[config.mk]
export PLATFORM = sky130hd
export DESIGN_NAME = fp32_mul_seq
export DESIGN_NICKNAME = d
export VERILOG_FILES = /design/src/rtl/fp32_mul_seq.sv
export SDC_FILE = /design/constraint.sdc
export NUM_CORES = 1
export LEC_CHECK = 0
export ABC_CLOCK_PERIOD_IN_PS = 5100
export BUFFER_PORTS_ARGS = -buffer_cell sky130_fd_sc_hd__buf_2
export CAP_MARGIN = 20
export CELL_PAD_IN_SITES_DETAIL_PLACEMENT = 0
export CELL_PAD_IN_SITES_GLOBAL_PLACEMENT = 1
export CORE_MARGIN = 2
export CORE_UTILIZATION = 39
export CTS_BUF_LIST = sky130_fd_sc_hd__clkbuf_8 sky130_fd_sc_hd__clkbuf_16
export CTS_CLUSTER_DIAMETER = 40
export DETAILED_ROUTE_END_ITERATION = 16
export GPL_TIMING_DRIVEN = 1
export PLACE_DENSITY_LB_ADDON = 0.1
export SYNTH_ARGS = -nofsm -noshare
export SYNTH_HDL_FRONTEND = slang
export SYNTH_SLANG_ARGS = --single-unit
[constraint.sdc]
create_clock -name clk -period 5.1 [get_ports clk]
set_clock_uncertainty 0.1 [all_clocks]
set_input_delay 1.02 -clock clk [delete_from_list [all_inputs] [get_ports clk]]
set_output_delay 1.02 -clock clk [all_outputs]
set_load 0.01 [all_outputs]
[src/rtl/fp32_mul_seq.sv]
// Sequential IEEE-754 binary32 multiplier: 24-step shift-add mantissa core behind a level start/done handshake.
// Macro FP_MUL_RNE_EN selects round-to-nearest-even; left undefined the result is truncated toward zero.
module fp32_mul_seq #(
   parameter int DATA_WIDTH = 32
) (
   input  logic                  clk,
   input  logic                  rst,
   input  logic                  start,
   input  logic [DATA_WIDTH-1:0] value_a,
   input  logic [DATA_WIDTH-1:0] value_b,
   output logic                  done,
   output logic                  busy,
   output logic [DATA_WIDTH-1:0] value_out
);

   typedef enum logic [2:0] {
      S_IDLE  = 3'd0,
      S_MULT  = 3'd1,
      S_NORM  = 3'd2,
      S_ROUND = 3'd3,
      S_DONE  = 3'd4
   } state_t;

   state_t             state_q;
   logic               sign_q;
   logic signed [9:0]  exp_q;
   logic [47:0]        mcand_q;
   logic [23:0]        mplier_q;
   logic [47:0]        acc_q;
   logic [4:0]         cnt_q;
   logic               nan_q;
   logic               inf_q;
   logic               zero_q;
   logic [23:0]        mant_q;
   logic               guard_q;
   logic               sticky_q;
   logic               done_q;
   logic               busy_q;
   logic [31:0]        result_q;

   logic [7:0]         exp_a;
   logic [7:0]         exp_b;
   logic [22:0]        frac_a;
   logic [22:0]        frac_b;
   logic               a_zero;
   logic               b_zero;
   logic               a_inf;
   logic               b_inf;
   logic               a_nan;
   logic               b_nan;
   logic signed [9:0]  exp_sum_d;
   logic [47:0]        acc_d;
   logic               round_up_d;
   logic [24:0]        mant_rnd_d;
   logic signed [9:0]  exp_rnd_d;
   logic [22:0]        frac_rnd_d;
   logic [31:0]        result_d;

   assign exp_a  = value_a[30:23];
   assign exp_b  = value_b[30:23];
   assign frac_a = value_a[22:0];
   assign frac_b = value_b[22:0];

   // Exponent field 0 covers both zero and subnormals, which are flushed to zero.
   assign a_zero = (exp_a == 8'd0);
   assign b_zero = (exp_b == 8'd0);
   assign a_inf  = (exp_a == 8'hFF) && (frac_a == 23'd0);
   assign b_inf  = (exp_b == 8'hFF) && (frac_b == 23'd0);
   assign a_nan  = (exp_a == 8'hFF) && (frac_a != 23'd0);
   assign b_nan  = (exp_b == 8'hFF) && (frac_b != 23'd0);

   assign exp_sum_d = $signed({2'b00, exp_a}) + $signed({2'b00, exp_b}) - 10'sd127;
   assign acc_d     = acc_q + (mplier_q[0] ? mcand_q : 48'd0);

`ifdef FP_MUL_RNE_EN
   assign round_up_d = guard_q & (sticky_q | mant_q[0]);
`else
   assign round_up_d = 1'b0;
`endif

   // A carry out of the rounded mantissa leaves 1.000..., so only the exponent moves.
   assign mant_rnd_d = {1'b0, mant_q} + {24'd0, round_up_d};
   assign exp_rnd_d  = mant_rnd_d[24] ? (exp_q + 10'sd1) : exp_q;
   assign frac_rnd_d = mant_rnd_d[24] ? mant_rnd_d[23:1] : mant_rnd_d[22:0];

   always_comb begin
      result_d = {sign_q, exp_rnd_d[7:0], frac_rnd_d};
      if (nan_q) begin
         result_d = 32'h7FC0_0000;
      end else if (inf_q) begin
         result_d = {sign_q, 8'hFF, 23'd0};
      end else if (zero_q) begin
         result_d = {sign_q, 31'd0};
      end else if (exp_rnd_d >= 10'sd255) begin
         result_d = {sign_q, 8'hFF, 23'd0};
      end else if (exp_rnd_d <= 10'sd0) begin
         result_d = {sign_q, 31'd0};
      end
   end

   always_ff @(posedge clk) begin
      if (rst) begin
         state_q  <= S_IDLE;
         sign_q   <= 1'b0;
         exp_q    <= 10'sd0;
         mcand_q  <= 48'd0;
         mplier_q <= 24'd0;
         acc_q    <= 48'd0;
         cnt_q    <= 5'd0;
         nan_q    <= 1'b0;
         inf_q    <= 1'b0;
         zero_q   <= 1'b0;
         mant_q   <= 24'd0;
         guard_q  <= 1'b0;
         sticky_q <= 1'b0;
         done_q   <= 1'b0;
         busy_q   <= 1'b0;
         result_q <= 32'd0;
      end else begin
         case (state_q)
            S_IDLE: begin
               if (start) begin
                  sign_q   <= value_a[31] ^ value_b[31];
                  exp_q    <= exp_sum_d;
                  mcand_q  <= {24'd0, ~a_zero, frac_a};
                  mplier_q <= {~b_zero, frac_b};
                  acc_q    <= 48'd0;
                  cnt_q    <= 5'd0;
                  nan_q    <= a_nan | b_nan | (a_inf & b_zero) | (b_inf & a_zero);
                  inf_q    <= a_inf | b_inf;
                  zero_q   <= a_zero | b_zero;
                  busy_q   <= 1'b1;
                  state_q  <= S_MULT;
               end
            end
            S_MULT: begin
               acc_q    <= acc_d;
               mcand_q  <= mcand_q << 1;
               mplier_q <= mplier_q >> 1;
               cnt_q    <= cnt_q + 5'd1;
               if (cnt_q == 5'd23) begin
                  state_q <= S_NORM;
               end
            end
            S_NORM: begin
               // Product of two [1,2) mantissas lies in [1,4): at most one right shift.
               if (acc_q[47]) begin
                  mant_q   <= acc_q[47:24];
                  guard_q  <= acc_q[23];
                  sticky_q <= |acc_q[22:0];
                  exp_q    <= exp_q + 10'sd1;
               end else begin
                  mant_q   <= acc_q[46:23];
                  guard_q  <= acc_q[22];
                  sticky_q <= |acc_q[21:0];
               end
               state_q <= S_ROUND;
            end
            S_ROUND: begin
               result_q <= result_d;
               done_q   <= 1'b1;
               state_q  <= S_DONE;
            end
            S_DONE: begin
               if (!start) begin
                  done_q  <= 1'b0;
                  busy_q  <= 1'b0;
                  state_q <= S_IDLE;
               end
            end
            default: begin
               state_q <= S_IDLE;
            end
         endcase
      end
   end

   assign done      = done_q;
   assign busy      = busy_q;
   assign value_out = result_q;

endmodule

==> out/qor.yml, run 1 <==
pwr:
  irDropWorstVdd_mv: 0.204
  power_leakage_uw: 0.00500
  p_per_area_mw_per_mm2: 279
  fin_total_pwr_uw: 3460
synthesis:
  netlist_instances: 1406
  ys_seq_area_share_pct: 36.0
  synth_xor_area_share_pct: 3.64
  netlist_area_sq_mm: 0.0111
  syn_nets: 1540
  synth-simple-area-share_pct: 23.5
  synth_area_leaders: "sky130_fd_sc_hd__dfxtp_1 36%, sky130_fd_sc_hd__ha_1 7.3%, sky130_fd_sc_hd__nand2_1 7.0%"
  ys_warn_count: 0
  muxShareOfSynthArea_pct: 2.17
  synthesis_stage_register_bit_count: 199
  share_of_async_settable_or_async_resettable_flops_after_synthesis_pct: 0
  synthAdderAreaFrac_pct: 7.71
  synthFlopType: "sky130_fd_sc_hd__dfxtp_1"
  largest_family_of_logic_cells_by_synthesized_area: "simple AND/OR/NAND/NOR gates"
  synth_top_cell_by_area: "sky130_fd_sc_hd__dfxtp_1"
  synth.avg_cell_area_sq_um: 7.87
  ys_types: 61
  synth_compound_area_share_pct: 23.1
  synth_edf_count: 0
  yosys.area.top_type_share_pct: 36.0
floorplan:
  floorplan.initialDensity_pct: 39.7
  dieArea_sq_mm: 0.0297
  ioPinCount: 101
  die_h_um: 172
  fp.dieW_um: 172
  num_rows: 61
  core_area_sq_mm: 0.0279
global_routing:
  first_global_vias: 8943
  antenna_violations_before_repair: 0
  grt_pass1_wl_um: 45900
  gr-total-overflow: 0
  global_route.usage.total_pct: 18.9
  global_route.usage.met3_pct: 2.63
  grt_max_degree: 85
  use_met2_pct: 29.6
  globalRoute.busiestLayer: "met2"
  use_met1_pct: 27.5
clock_network:
  cts_setup_buffers: 0
  ctsResizeCount: 0
  cts_root_buffer: "sky130_fd_sc_hd__clkbuf_16"
  htree_levels: 4
  worstSkewPairLatency_ns: 0.44
  tritoncts: "built"
  clock-sinks: 199
  clock_path_buffers: 2
  cts_buffers: 17
  cts.hold.buffers_added: 0
  clkSlewWorstSetupHoldPaths_ns: 0.08
setup_path:
  critical-path-top-delay-family: "compound AO/OA/AOI/OAI gates"
  cp_dominant_cell_by_count: "sky130_fd_sc_hd__o21ai_1"
  cp_num_buf_inv: 0
  critPathRequiredTime_ns: 5.33
  critical_path.max_fanout: 29
  crit_slowest_cell: "sky130_fd_sc_hd__dfxtp_1"
  worst_setup_path_end_kind: "register"
  depth_of_the_most_critical_reg_to_reg_path: 12
  path_cells: "and2_1 -> ha_1 -> a211oi_1 -> o211ai_1 -> a21oi_2 -> o21ai_1 -> a221o_1 -> a211o_1 -> a21oi_1 -> o21ai_1 -> xor2_1 -> a22o_1"
  critical_path.startpoint_type: "register"
  cp_num_cells: 12
  worst_path_largest_cell_delay_ns: 0.91
  critical_path_class: "reg2reg"
  worstPathArrival_ns: 4.18
sta:
  final_count_of_pins_violating_max_slew: 0
  fin_tns_setup_ns: 0
  layout_worst_path_cycle_share_pct: 77.4
  layout_setup_ws_ns: 1.15
  timing_hold_violations_final: 0
  worst_slew_pin_slew_ns: 1.05
  timing.final.crit_period_ns: 3.95
  finalSetupViolations: 0
  unrepaired_setup_endpoints_after_global_routing: "false"
  timing.slew.headroom_pct: 29.5
  max_freq_mhz: 253
finish:
  post_route_cells_drive_above_1_share_pct: 11.0
  layout-area-overhead-vs-synth_pct: 12.2
  layoutNonFillerInstCount: 1830
  insertedDiodeCount: 0
  fin_nets: 1574
placed_design:
  buffer_ports.inserted: 100
  place.detailed.hpwl_um: 18900
  gp_congestion: 0.773
  place_ws_ns: 1.13
  placed_cells_incl_taps: 1799
drt:
  detailedRoute.firstPassIterationCount: 5
  drt_first_iter_violations: 613
  detail_route.vias_per_cell: 5.29
  vias: 9685
  postRouteWirelength_um: 27600
  drc_errors: 0
  wl_per_cell_um: 15.1
  route.antenna.remaining_nets: 0
hold_path:
  worstHoldPathCells: 2
  worst_hold_path_class: "reg2reg"
status:
  outcome: "finished, final reports clean"
flow_run:
  maxCapViolations: 0
per-stage QoR:
step | hold slack (ns) | utilization (%) | cell area, sq um
final | 0.362 | 44.6 | 12400
after global routing | 0.392 | 44.6 | 12400
after CTS | 0.369 | 44.6 | 12400
after detailed placement | 0.359 | 42.4 | 11800
after global placement | 0.343 | 42.4 | 11800
after floorplan | 0.336 | - | 11100
worst min-delay path, stage by stage (launching register included):
cell and delay [ns]:
sky130_fd_sc_hd__dfxtp_1 0.32, sky130_fd_sc_hd__nand2_1 0.05, sky130_fd_sc_hd__a21oi_1 0.05
registers in the layout, indices dropped and copies added, names as in the netlist, 3 cells and up:
register and count:
state_q 3, acc_q 48, mcand_q 48, mplier_q 24, value_out 32, cnt_q 5
exp_q 10, mant_q 23
path summary, 6_finish.rpt:
kind | from | to | slack (ns)
worst max register to register | mplier_q[0]$_SDFFE_PP0P_ | acc_q[25]$_SDFFE_PP0P_ | 1.15
worst max-delay path | mplier_q[0]$_SDFFE_PP0P_ | acc_q[25]$_SDFFE_PP0P_ | 1.15
worst min-delay path | value_out[31]$_SDFFE_PP0P_ | value_out[31]$_SDFFE_PP0P_ | 0.36
worst min register to register | value_out[31]$_SDFFE_PP0P_ | value_out[31]$_SDFFE_PP0P_ | 0.36
final cells by class:
class,count,area [sq um]
fillers,2825,15400
clock buffers,18,439
repair buffers,113,604
inverters,16,60.1
well taps,378,473
multi-input cells,1093,6700
clock inverters,13,165
flip-flops and latches,199,3980
synth_stat cells (all sizes together) (12+ instances only):
library cell / n
nand4: 12
a311oi: 55
a22oi: 25
ha: 65
nor3: 13
xor2: 12
clkbuf: 88
a211oi: 31
mux2i: 24
nor4: 15
xnor2: 34
nand2: 207
and2: 51
a21oi: 126
dfxtp: 199
a22o: 14
inv: 16
nand3: 65
a21o: 27
o21ai: 52
nor2: 161
layout by cell type, fill, tap and decap left out, drive strengths merged, types with 10 or more instances in the layout:
cell    netlist  routed
a211oi       31      31
a21o         27      27
a21oi       126     126
a22o         14      14
a22oi        25      25
a311oi       55      55
a31oi        10      10
and2         51      51
and3         11      11
buf          10     113
clkbuf       88      18
dfxtp       199     199
ha           65      65
inv          16      22
mux2i        24      24
nand2       207     207
nand3        65      65
nand4        12      12
nor2        161     161
nor3         13      13
nor4         15      15
o21ai        52      52
xnor2        34      34
xor2         12      12
layer usage:
metal | vias up | part of all wire [%]
li1 | 5147 | -
met1 | 4384 | 53
met2 | 140 | 43
met3 | 14 | 2.6
met4 | 0 | 0.80
met5 | - | 0
cells by family after synthesis:
logic type | count (synthesis)
simple gates | 574
compound gates | 382
flops | 199
buf+inv | 114
fa+ha+maj | 67
xor+xnor | 46
mux | 24
where the power goes:
part	switching [uW]	internal (uW)	leakage [uW]	total (uW)
sequential	54.7	1610	0.00162	1660
clock	668	755	0.000297	1420
combinational	241	137	0.00309	378
total	964	2500	0.00500	3460
(Power assumes the default switching activity.)
==> run 2: changes to the inputs <==
--- a/config.mk
+++ b/config.mk
@@ -5,7 +5,7 @@
 export SDC_FILE = /design/constraint.sdc
 export NUM_CORES = 1
 export LEC_CHECK = 0
-export ABC_CLOCK_PERIOD_IN_PS = 5100
+export ABC_CLOCK_PERIOD_IN_PS = 3900
 export BUFFER_PORTS_ARGS = -buffer_cell sky130_fd_sc_hd__buf_2
 export CAP_MARGIN = 20
 export CELL_PAD_IN_SITES_DETAIL_PLACEMENT = 0
==> constraint.sdc (replaced) <==
create_clock -name clk -period 3.9 [get_ports clk]
set_clock_uncertainty 0.1 [all_clocks]
set_input_delay 0.78 -clock clk [delete_from_list [all_inputs] [get_ports clk]]
set_output_delay 0.78 -clock clk [all_outputs]
set_load 0.01 [all_outputs]
==> run 2 against run 1 <==
- wire length grew 0.70%
- die area is the same
- register-to-register slack lost 0.78 ns
- combinational power grew 36%
- utilization grew 0.35 points
- non-clock buffer count grew 6
- sequential share of layout area shrank 0.25 points
- critical path depth grew 1
- design area grew 0.79%
- fmax grew 12%
- largest cell class unchanged
==> out/qor.yml, run 2 (synthesis results as in run 1) <==
finish:
  layoutNonFillerInstCount: 1836  # +0.33%
  layout_commonest_cell: "sky130_fd_sc_hd__nand2_1"
  post_route_cells_drive_above_1_share_pct: 11.2  # +0.30 points
  layout-area-overhead-vs-synth_pct: 13.1
  fin_nets: 1580  # +0.38%
  insertedDiodeCount: 0  # unchanged
  layout_common_cells: "207 x sky130_fd_sc_hd__nand2_1, 199 x sky130_fd_sc_hd__dfxtp_1, 159 x sky130_fd_sc_hd__nor2_1"
floorplan:
  die_h_um: 172  # unchanged
  core_area_sq_mm: 0.0279  # unchanged
  fp.dieW_um: 172  # unchanged
  num_rows: 61  # unchanged
  dieArea_sq_mm: 0.0297  # unchanged
  ioPinCount: 101  # unchanged
  floorplan.initialDensity_pct: 39.7  # unchanged
clock_network:
  cts_buffers: 17  # unchanged
  cts.hold.buffers_added: 0  # unchanged
  worstSkewPairLatency_ns: 0.43  # about the same
  ctsResizeCount: 0  # unchanged
  clkSlewWorstSetupHoldPaths_ns: 0.08  # about the same
  cts_setup_buffers: 0  # unchanged
  tritoncts: "built"
  clock_path_buffers: 2  # unchanged
  clock-sinks: 199  # unchanged
  htree_levels: 4  # unchanged
  cts_root_buffer: "sky130_fd_sc_hd__clkbuf_16"
global_routing:
  first_global_vias: 9106  # +1.8%
  gr-total-overflow: 0  # unchanged
  global_route.usage.total_pct: 19.1  # +0.24 points
  grt_pass1_wl_um: 46300  # +0.93%
  antenna_violations_before_repair: 0  # unchanged
  grt_max_degree: 117  # +38%
drt:
  drc_errors: 0  # unchanged
  wl_per_cell_um: 15.2  # +0.37%
  drt_first_iter_violations: 501  # -18%
  detail_route.vias_per_cell: 5.37  # +1.4%
  route.antenna.remaining_nets: 0  # unchanged
  postRouteWirelength_um: 27800  # +0.70%
  vias: 9855  # +1.8%
  detailedRoute.firstPassIterationCount: 7  # +2
setup_path:
  worstPathArrival_ns: 3.76  # -0.42 ns
  setup.worst_path.start: "mplier_q[0]$_SDFFE_PP0P_"
  critical_path_class: "reg2reg"
  critical_path.startpoint_type: "register"
  critical_path.max_fanout: 10  # -66%
  depth_of_the_most_critical_reg_to_reg_path: 13  # +1
  worst-r2r-setup-slack_ns: 0.37  # -0.78 ns
  worst_setup_path_end_kind: "register"
  critPathRequiredTime_ns: 4.13  # -1.20 ns
  crit_path_end: "acc_q[46]$_SDFFE_PP0P_"
  worst_r2r_start: "mplier_q[0]$_SDFFE_PP0P_"
  crit-reg2reg-capture: "acc_q[46]$_SDFFE_PP0P_"
pwr:
  power_leakage_uw: 0.00505  # +1.1%
  p_per_area_mw_per_mm2: 360  # +29%
  power.share.sequential_pct: 48.1  # about the same
  power_report.internal_total_uw: 3260  # +30%
  power.share.combinational_pct: 11.4  # +0.5 points
  p_sw_share_pct: 27.6  # -0.21 points
  switchingPower_uw: 1240  # +29%
  irDropWorstVdd_mv: 0.222  # +8.9%
  clockPowerShare_pct: 40.4  # -0.7 points
sta:
  timing_hold_violations_final: 0  # unchanged
  fin_tns_setup_ns: 0  # unchanged
  layout_worst_path_cycle_share_pct: 90.4  # +13 points
  final_count_of_pins_violating_max_slew: 0  # unchanged
  timing.hold.ws_ns: 0.350  # -0.0119 ns
  max_freq_mhz: 284  # +12%
  timing.final.crit_period_ns: 3.53  # -0.420 ns
  finalSetupViolations: 0  # unchanged
  timing.slew.headroom_pct: 28.4  # -1.0 points
  unrepaired_setup_endpoints_after_global_routing: "false"
  worst_slew_pin_slew_ns: 1.07  # +0.0157 ns
flow_run:
  maxCapViolations: 0  # unchanged
hold_path:
  worst_hold_path_class: "reg2reg"
  holdCritStartpoint: "value_out[31]$_SDFFE_PP0P_"
placed_design:
  buffer_ports.inserted: 100  # unchanged
  gp_congestion: 0.811  # +5.0%
  place.detailed.hpwl_um: 19300  # +2.1%
  placed_cells_incl_taps: 1805  # +0.33%
status:
  outcome: "finished, final reports clean"
run 2: worst min path at each step:
stage	end	cells after the start	slack (ns)
finish	value_out[31]$_SDFFE_PP0P_	2	0.35
global route	value_out[31]$_SDFFE_PP0P_	2	0.38
CTS	value_out[31]$_SDFFE_PP0P_	2	0.36
detailed placement	value_out[31]$_SDFFE_PP0P_	2	0.35
global placement	value_out[31]$_SDFFE_PP0P_	2	0.34
floorplan	acc_q[14]$_SDFFE_PP0P_	2	0.34
run 2: critical path, stage by stage (launching register included):
cell	delay, ns
sky130_fd_sc_hd__dfxtp_1	0.42
sky130_fd_sc_hd__and2_1	0.19
sky130_fd_sc_hd__ha_1	0.21
sky130_fd_sc_hd__fa_1	0.42
sky130_fd_sc_hd__a21o_1	0.20
sky130_fd_sc_hd__a31oi_1	0.29
sky130_fd_sc_hd__nor4_1	0.13
sky130_fd_sc_hd__o21ai_1	0.18
sky130_fd_sc_hd__a21oi_1	0.14
sky130_fd_sc_hd__o21ai_0	0.25
sky130_fd_sc_hd__nand2_1	0.11
sky130_fd_sc_hd__a41o_1	0.24
sky130_fd_sc_hd__or3_1	0.30
sky130_fd_sc_hd__a32o_1	0.24
run 2: per-layer routing:
layer | vias up | routed length (um) | GRT usage (%)
met1 | 4559 | 14700 | 28.1
met4 | 0 | 142 | 3.98
met3 | 10 | 748 | 2.59
met2 | 142 | 12200 | 29.8
li1 | 5144 | - | -
met5 | - | 0 | 0
run 2: layout make-up:
type                       instances  area [sq um]
fill                            2834         15300
multi-input combinational       1093          6700
sequential                       199          3980
timing repair buffer             119           712
tap                              378           473
clock buffer                      17           425
clock inverter                    14           169
inverter                          16          60.1
run 2: power groups by stage:
stage	clock network (uW)	registers (uW)	logic (uW)
final	1820	2170	515
after global routing	1960	2180	589
after CTS	1880	2170	524
after detailed placement	0	2220	522
after global placement	0	2220	520
after floorplan	0	2190	369
run 2: per-stage QoR:
step | area, sq um | setup slack (ns) | total power (uW) | util [%]
after floorplan | 11100 | 0.568 | 2560 | -
after global placement | 11900 | 0.408 | 2740 | 42.8
after detailed placement | 11900 | 0.343 | 2740 | 42.8
after CTS | 12500 | 0.343 | 4570 | 44.9
after global routing | 12500 | 0.103 | 4720 | 44.9
final | 12500 | 0.373 | 4500 | 44.9
